--- config.mk ---
export PLATFORM = sky130hd
export DESIGN_NAME = vga_scan_out
export DESIGN_NICKNAME = d
export VERILOG_FILES = /design/src/rtl/vga_pkg.sv /design/src/rtl/vga_scan_out_sync_delay.sv /design/src/rtl/vga_scan_out.sv
export SDC_FILE = /design/constraint.sdc
export NUM_CORES = 1
export LEC_CHECK = 0
export CAP_MARGIN = 20
export CORE_MARGIN = 2
export CORE_UTILIZATION = 41
export DETAILED_ROUTE_END_ITERATION = 16
export GPL_TIMING_DRIVEN = 0
export PLACE_DENSITY = 0.74
export SLEW_MARGIN = 30
export SYNTH_ARGS = -nofsm -noshare
export SYNTH_HDL_FRONTEND = slang
export SYNTH_SLANG_ARGS = --single-unit
--- constraint.sdc ---
create_clock -name clk_83 -period 2.2 [get_ports clk_83]
set_input_delay 0.22 -clock clk_83 [delete_from_list [all_inputs] [get_ports clk_83]]
set_output_delay 0.22 -clock clk_83 [all_outputs]
set_load 0.02 [all_outputs]
--- src/rtl/vga_pkg.sv ---
// Shared 1280x800@60 timing constants and colour packing, used by the scan-out
// stage and by the pixel-colour logic that must agree on the active area.
package vga_pkg;

  localparam int H_ACTIVE_DEF = 1280;
  localparam int H_FP_DEF     = 64;
  localparam int H_SYNC_DEF   = 136;
  localparam int H_BP_DEF     = 200;
  localparam int V_ACTIVE_DEF = 800;
  localparam int V_FP_DEF     = 1;
  localparam int V_SYNC_DEF   = 3;
  localparam int V_BP_DEF     = 24;

  localparam int H_TOTAL  = H_ACTIVE_DEF + H_FP_DEF + H_SYNC_DEF + H_BP_DEF;
  localparam int V_TOTAL  = V_ACTIVE_DEF + V_FP_DEF + V_SYNC_DEF + V_BP_DEF;
  localparam int HS_START = H_ACTIVE_DEF + H_FP_DEF;
  localparam int HS_END   = HS_START + H_SYNC_DEF;
  localparam int VS_START = V_ACTIVE_DEF + V_FP_DEF;
  localparam int VS_END   = VS_START + V_SYNC_DEF;

  localparam int PIX_LAT_MAX = 4;

  typedef struct packed {
    logic [3:0] r;
    logic [3:0] g;
    logic [3:0] b;
  } rgb_t;

  // Per-coordinate timing flags; hs/vs here mean "asserted", not pin level.
  typedef struct packed {
    logic vis;
    logic hs;
    logic vs;
  } sync_t;

endpackage

--- src/rtl/vga_scan_out_sync_delay.sv ---
// Delay line for the {visible, hs, vs} flags so they line up with colour
// returning from the pixel logic. Depth 0 is a plain wire.
module sync_delay
  import vga_pkg::*;
#(
  parameter int DEPTH = 1
) (
  input  logic       clk_83,
  input  logic       rst,
  input  logic [2:0] i_sync,
  output logic [2:0] o_sync
);

  if (DEPTH == 0) begin : g_pass
    logic w_unused;
    assign w_unused = clk_83 ^ rst;
    assign o_sync   = i_sync;
  end else begin : g_pipe
    logic [2:0] r_pipe [DEPTH];

    // Reset loads all-zero: not visible, both syncs inactive.
    always_ff @(posedge clk_83) begin
      if (rst) begin
        for (int i = 0; i < DEPTH; i++) r_pipe[i] <= 3'b000;
      end else begin
        r_pipe[0] <= i_sync;
        for (int i = 1; i < DEPTH; i++) r_pipe[i] <= r_pipe[i-1];
      end
    end

    assign o_sync = r_pipe[DEPTH-1];
  end

endmodule

--- src/rtl/vga_scan_out.sv ---
// Pixel timing generator and VGA output stage: scans draw_x/draw_y, realigns
// sync/blank with the returned colour and registers everything onto the pins.
module vga_scan_out
  import vga_pkg::*;
#(
  parameter int   H_ACTIVE = H_ACTIVE_DEF,
  parameter int   H_FP     = H_FP_DEF,
  parameter int   H_SYNC   = H_SYNC_DEF,
  parameter int   H_BP     = H_BP_DEF,
  parameter int   V_ACTIVE = V_ACTIVE_DEF,
  parameter int   V_FP     = V_FP_DEF,
  parameter int   V_SYNC   = V_SYNC_DEF,
  parameter int   V_BP     = V_BP_DEF,
  parameter logic HS_POL   = 1'b0,
  parameter logic VS_POL   = 1'b1,
  parameter int   PIX_LAT  = 1
) (
  input  logic        clk_83,
  input  logic        rst,
  input  logic [11:0] pix_rgb,
  output logic [10:0] draw_x,
  output logic [9:0]  draw_y,
  output logic [3:0]  vga_r,
  output logic [3:0]  vga_g,
  output logic [3:0]  vga_b,
  output logic        vga_hs,
  output logic        vga_vs,
  output logic        frame_tick,
  output logic        active
);

  localparam logic [10:0] H_LAST = 11'(H_ACTIVE + H_FP + H_SYNC + H_BP - 1);
  localparam logic [10:0] H_VIS  = 11'(H_ACTIVE);
  localparam logic [10:0] HS_LO  = 11'(H_ACTIVE + H_FP);
  localparam logic [10:0] HS_HI  = 11'(H_ACTIVE + H_FP + H_SYNC);
  localparam logic [9:0]  V_LAST = 10'(V_ACTIVE + V_FP + V_SYNC + V_BP - 1);
  localparam logic [9:0]  V_VIS  = 10'(V_ACTIVE);
  localparam logic [9:0]  VS_LO  = 10'(V_ACTIVE + V_FP);
  localparam logic [9:0]  VS_HI  = 10'(V_ACTIVE + V_FP + V_SYNC);
  localparam logic [9:0]  V_TICK = 10'(V_ACTIVE - 1);

  logic [10:0] r_h_cnt;
  logic [9:0]  r_v_cnt;
  logic        w_h_wrap;
  logic        w_v_wrap;
  sync_t       w_sync_raw;
  sync_t       w_sync_dly;
  rgb_t        w_pix;
  rgb_t        r_rgb;
  logic        r_hs;
  logic        r_vs;
  logic        r_active;
  logic        r_frame_tick;

  assign w_h_wrap = (r_h_cnt == H_LAST);
  assign w_v_wrap = (r_v_cnt == V_LAST);
  assign w_pix    = pix_rgb;

  always_ff @(posedge clk_83) begin
    if (rst) begin
      r_h_cnt <= '0;
      r_v_cnt <= '0;
    end else if (w_h_wrap) begin
      r_h_cnt <= '0;
      r_v_cnt <= w_v_wrap ? '0 : r_v_cnt + 10'd1;
    end else begin
      r_h_cnt <= r_h_cnt + 11'd1;
    end
  end

  // Fires on the edge that moves the counters onto (0, V_ACTIVE); not delayed.
  always_ff @(posedge clk_83) begin
    if (rst) r_frame_tick <= 1'b0;
    else     r_frame_tick <= w_h_wrap && (r_v_cnt == V_TICK);
  end

  always_comb begin
    w_sync_raw     = '0;
    w_sync_raw.vis = (r_h_cnt < H_VIS) && (r_v_cnt < V_VIS);
    w_sync_raw.hs  = (r_h_cnt >= HS_LO) && (r_h_cnt < HS_HI);
    w_sync_raw.vs  = (r_v_cnt >= VS_LO) && (r_v_cnt < VS_HI);
  end

  sync_delay #(
    .DEPTH (PIX_LAT)
  ) u_sync_delay (
    .clk_83 (clk_83),
    .rst    (rst),
    .i_sync (w_sync_raw),
    .o_sync (w_sync_dly)
  );

  always_ff @(posedge clk_83) begin
    if (rst) begin
      r_rgb    <= '0;
      r_hs     <= ~HS_POL;
      r_vs     <= ~VS_POL;
      r_active <= 1'b0;
    end else begin
      r_rgb    <= w_sync_dly.vis ? w_pix : '0;
      r_hs     <= w_sync_dly.hs ? HS_POL : ~HS_POL;
      r_vs     <= w_sync_dly.vs ? VS_POL : ~VS_POL;
      r_active <= w_sync_dly.vis;
    end
  end

  assign draw_x     = r_h_cnt;
  assign draw_y     = r_v_cnt;
  assign vga_r      = r_rgb.r;
  assign vga_g      = r_rgb.g;
  assign vga_b      = r_rgb.b;
  assign vga_hs     = r_hs;
  assign vga_vs     = r_vs;
  assign active     = r_active;
  assign frame_tick = r_frame_tick;

endmodule

After elaboration in Yosys (flattened, before gate mapping)

Memory sizes are Yosys's and may differ from the RTL's.
Cells that the tools add are included.

Add/subtract/negate cells: 2
Order comparisons: 6
Equal/unequal tests: 3
Mux-type cells: 8
Bitwise operators: 1
Reduce and logical (&&, ||, !) cells: 7

Operators by type and width:

| operator                                                         | number |
|---|---|
| 11-bit < comparator (second input constant)                      | 2 |
| 10-bit == test (second input constant)                           | 2 |
| 10-bit < comparator (second input constant)                      | 2 |
| 11-bit by 1-bit adder with 11-bit output (second input constant) | 1 |
| 11-bit == test (second input constant)                           | 1 |
| 11-bit >= comparator (second input constant)                     | 1 |
| 10-bit by 1-bit adder with 10-bit output (second input constant) | 1 |
| 10-bit >= comparator (second input constant)                     | 1 |
| 10-bit two-way mux                                               | 1 |
| 1-bit two-way mux                                                | 6 |
| 1-bit logical AND                                                | 4 |
| 2-bit OR reduction                                               | 2 |
| 3-bit two-way mux                                                | 1 |
| 3-bit OR reduction                                               | 1 |
| 1-bit inverter                                                   | 1 |

Flip-flop bits (word level): 37
Bits in writable memories: 3
Logic and storage cells: 37
Memories: 1

Memory list:

| name                       | depth | width | rd ports | clocked after memory_dff | wr ports | line                          | RTL |
|---|---|---|---|---|---|---|---|
| u_sync_delay.g_pipe.r_pipe | 1     | 3     | 1        | 0                        | 1        | vga_scan_out_sync_delay.sv:19 | `logic [2:0] r_pipe [DEPTH];` |

Logic depth before layout (Yosys ltp)

Depth after elaboration: 3
Mapped depth: 7
Depth with buffers taken out: 5

Hierarchy

From an unflattened synthesis, not the netlist that was laid out.

Cells, all modules: 170
Area total of the unflattened synthesis: 1654.1 um2

By module, submodules not included:

| module       | instances | cells each | area each (um2) | sequential area each (um2) |
|---|---|---|---|---|
| vga_scan_out | 1         | 164        | 1575.3          | 740.7 |
| sync_delay   | 1         | 6          | 78.8            | 60.1 |

Worst setup path before layout

Ideal clock, no wire load.

Kind: flip-flop to flip-flop
From: register r_h_cnt[5] (netlist: draw_x[5])
To: register r_v_cnt[5] (netlist: draw_y[5])
Data arrival time: 2.103 ns
Required time: 2.130 ns
Slack: 0.027 ns
Cell stages (with the launch flop): 7
Path buffers: 2
Clock period less this slack: 2.173 ns
Cells stage by stage: dfxtp_1 buf_2 or4b_4 or3_1 buf_2 or4_1 a21oi_1

Longest elaborated chain between the ends: 1

RTL lines:

| item                   | line               | RTL |
|---|---|---|
| from (decl)            | vga_scan_out.sv:42 | `logic [10:0] r_h_cnt;` |
| from (signal assigned) | vga_scan_out.sv:67 | `r_h_cnt <= r_h_cnt + 11'd1;` |
| 11-bit == test         | vga_scan_out.sv:55 | `assign w_h_wrap = (r_h_cnt == H_LAST);` |
| to (signal assigned)   | vga_scan_out.sv:65 | `r_v_cnt <= w_v_wrap ? '0 : r_v_cnt + 10'd1;` |
| to (decl)              | vga_scan_out.sv:43 | `logic [9:0] r_v_cnt;` |

Every way passes these cells.
A chain may end at the register's enable or synchronous reset.

Final worst setup path

From: register r_h_cnt[8] (netlist: draw_x[8])
To: register r_v_cnt[5] (netlist: draw_y[5])

Same word-level chain as after synthesis.

==> run_results.csv <==
group,metric,value,unit
outcome,status,"finished, final reports clean",
timing,period_share,99.55,%
clock_tree,htree_levels,2,
worst_setup_path,start_kind,"flop",
final_layout,multi_input_area,790.8,um^2
pwr,p_per_area,586.9,mW/mm^2
logic_synthesis,synth_ff_type,"dfxtp_1",
worst_setup_path,critPathMaxFanout,8,
clock_tree,postCtsResizedCells,0,
die,dieWidth,67.42,um
global_routing,grt_remaining_overflow,0,
logic_synthesis,yosysSeqAreaShare,48.56,%
clock_tree,insertion_delay,0.29,ns
worst_setup_path,end_kind,"flop",
clock_tree,clockBufferDepth,2,
logic_synthesis,synth-compound-area-share,5.994,%
die,ios,51,
clock_tree,clock-sinks,40,
pwr,power_switching,308.4,uW
timing,hold_viol,0,
timing,finalSetupViolCount,0,
pwr,p_clk_share,37.8,%
logic_synthesis,syn_area,0.001649,mm^2
final_layout,register_area,800.8,um^2
logic_synthesis,synth_xor_area_share,6.373,%
detailed_routing,drt_iter0_markers,37,
final_layout,drive_gt1_share,5.128,%
run,cap_violations,0,
pwr,ir_drop,0.0003906,V
logic_synthesis,synth_edf_count,0,
logic_synthesis,synthCells,178,
final_layout,antennaDiodeCount,0,
placed_design,dp_worst_setup_slack,0.02998,ns
clock_tree,cts_tree,"built",
final_layout,area_delta_synth_final,39.98,%
die,core-area,0.003943,mm^2
detailed_routing,dr.pass1.iters,4,
logic_synthesis,yosys_warnings,0,
logic_synthesis,synthDistinctLibCells,36,
placed_design,place_congestion,0.8491,
clock_tree,cts_setup_buffers,0,
worst_setup_path,critPathArrivalTime,2.42,ns
global_routing,grt_usage,16.34,%
logic_synthesis,synth.area.mux_share,1.214,%
clock_tree,cts_root_buffer,"clkbuf_8",
logic_synthesis,syn_avg_cell_area,9.265,um^2
logic_synthesis,ys_ff_latch,40,
final_layout,fillers,370,
timing,min_period,2.190,ns
global_routing,grt_first_pass_wirelength,5582,um
pwr,share_comb_of_total_power,7.1,%
logic_synthesis,synthAdderAreaFrac,3.035,%
timing,slew_violations,0,
logic_synthesis,synth_nets,196,
timing,fin_skew,0.007188,ns
clock_tree,numCtsBuffers,5,
timing,max_freq,0.4566,GHz
timing,setup_ws,0.009920,ns
clock_tree,postCtsHoldBufs,0,
global_routing,grt_pass1_vias,1225,
detailed_routing,vias,1453,
die,die_h,67.42,um
detailed_routing,wl,3548,um
global_routing,antenna_found_initial,0,
logic_synthesis,synth_top_family_by_area,"simple AND/OR/NAND/NOR gates",
worst_hold_path,hp-class,"flop to flop",
global_routing,grt_max_degree,14,
die,die-area,0.004545,mm^2
timing,rsz0062_at_grt,"true",
worst_setup_path,critPathKind,"flop to flop",
placed_design,dp_hpwl,2611,um
final_layout,final_nets,251,
die,num_rows,23,
worst_setup_path,critPathRequiredTime,2.43,ns
pwr,seq_power_share,55.1,%
detailed_routing,ant_nets,0,
die,start_util,41.83,%
placed_design,io_buffer_count,50,
final_layout,layout_commonest_cell,"clkdlybuf4s50_1",
clock_tree,path_clk_slew,0.08,ns
logic_synthesis,async_reset_ff_share,0,%
pwr,total_power,1355,uW
detailed_routing,drc_errors,0,
pwr,p_leak,0.0007967,uW
logic_synthesis,synth_simple_gate_area_share,30.96,%
detailed_routing,avgRoutedWirePerCell,12.49,um
pwr,swShare,22.76,%
timing,timing.slew.headroom,54.46,%
pwr,p_int,1046,uW
final_layout,final_cell_mix,"clkdlybuf4s50_1, dfxtp_1, nor2_1",
detailed_routing,via_per_inst,5.116,
timing,worst_pin_slew,0.6769,ns
[cells by family (layout without fill, tap and decap cells)]
logic type	after synthesis	count (layout)
mux	2	2
fa+ha+maj	4	4
flops	40	40
simple gates	91	91
xor+xnor	12	12
buf+inv	14	70
compound gates	15	15
[routing by layer]
metal | vias up | GRT usage, % | part of all wire, %
met5 | - | 0 | 0
met4 | 0 | 4.847 | 0.99
met3 | 4 | 6.000 | 8.9
met2 | 56 | 25.74 | 46
met1 | 663 | 20.93 | 44
li1 | 730 | - | -
[synthesized netlist by cell type, types with 4 or more instances]
library cell   n  area share, %
a21oi_1        5            1.5
and2_1        14            5.3
and3_1         6            2.3
clkbuf_1       6            1.4
dfxtp_1       40             49
ha_1           4            3.0
inv_1          4           0.91
nand2_1        8            1.8
nand3_1        6            1.8
nand4_1       10            3.8
nor2_1        20            4.6
nor4_1         7            2.7
or3_1          4            1.5
xnor2_1        7            3.7
xor2_1         5            2.7
[power by group through the flow]
| stage | logic [uW] | registers [uW] | clock network, uW |
|---|---|---|---|
| 6_report | 96.1 | 747 | 512 |
| 5_1_grt | 103 | 748 | 556 |
| 4_1_cts | 97.2 | 747 | 531 |
| 3_5_place_dp | 96.7 | 764 | 0 |
| 3_3_place_gp | 96.2 | 763 | 0 |
| 2_1_floorplan | 21.9 | 781 | 0 |
[critical path: stages, from the launching register on]
cell and delay [ns]:
dfxtp_1 0.32, buf_6 0.13, or4b_4 0.56, or3_1 0.32, buf_4 0.16, or4_1 0.51
a21oi_1 0.13
[per-stage QoR]
stage / hold slack (ns) / setup TNS [ns] / utilization (%) / cells / area (um^2)
after global placement: 0.3579 / 0 / 56.11 / 278 / 2212
final: 0.3803 / 0 / 58.55 / 284 / 2308
after global routing: 0.3914 / -0.1006 / 58.55 / 284 / 2308
after detailed placement: 0.3658 / 0 / 56.11 / 278 / 2212
after floorplan: 0.3417 / 0 / - / 178 / 1649
after CTS: 0.3824 / 0 / 58.58 / 286 / 2310
[path summary, 6_finish.rpt]
check	startpoint	to	slack, ns	depth (start not counted)
setup / recovery	draw_x[8]	draw_y[5]	0.01	6
hold / removal	u_sync_delay.g_pipe.r_pipe[0][1]	vga_hs	0.38	1
setup reg to reg	draw_x[8]	draw_y[5]	0.01	6
hold reg to reg	u_sync_delay.g_pipe.r_pipe[0][1]	vga_hs	0.38	1
[registers in the layout, summed over array words and instances, names as in the netlist]
| signal | count |
|---|---|
| draw_x | 11 |
| draw_y | 10 |
| vga_b | 4 |
| vga_g | 4 |
| vga_r | 4 |
| u_sync_delay.g_pipe.r_pipe | 3 |
| active | 1 |
| frame_tick | 1 |
| vga_hs | 1 |
| vga_vs | 1 |
[final cells by class]
type	instances	area share [%]
inverter	4	0.6504
buffer	8	1.789
clock inverter	2	0.6504
clock buffer	6	3.577
tap	50	2.710
timing repair buffer	50	21.68
sequential	40	34.69
multi-input combinational	124	34.25
Note: power is estimated with default switching activity, not from simulation.
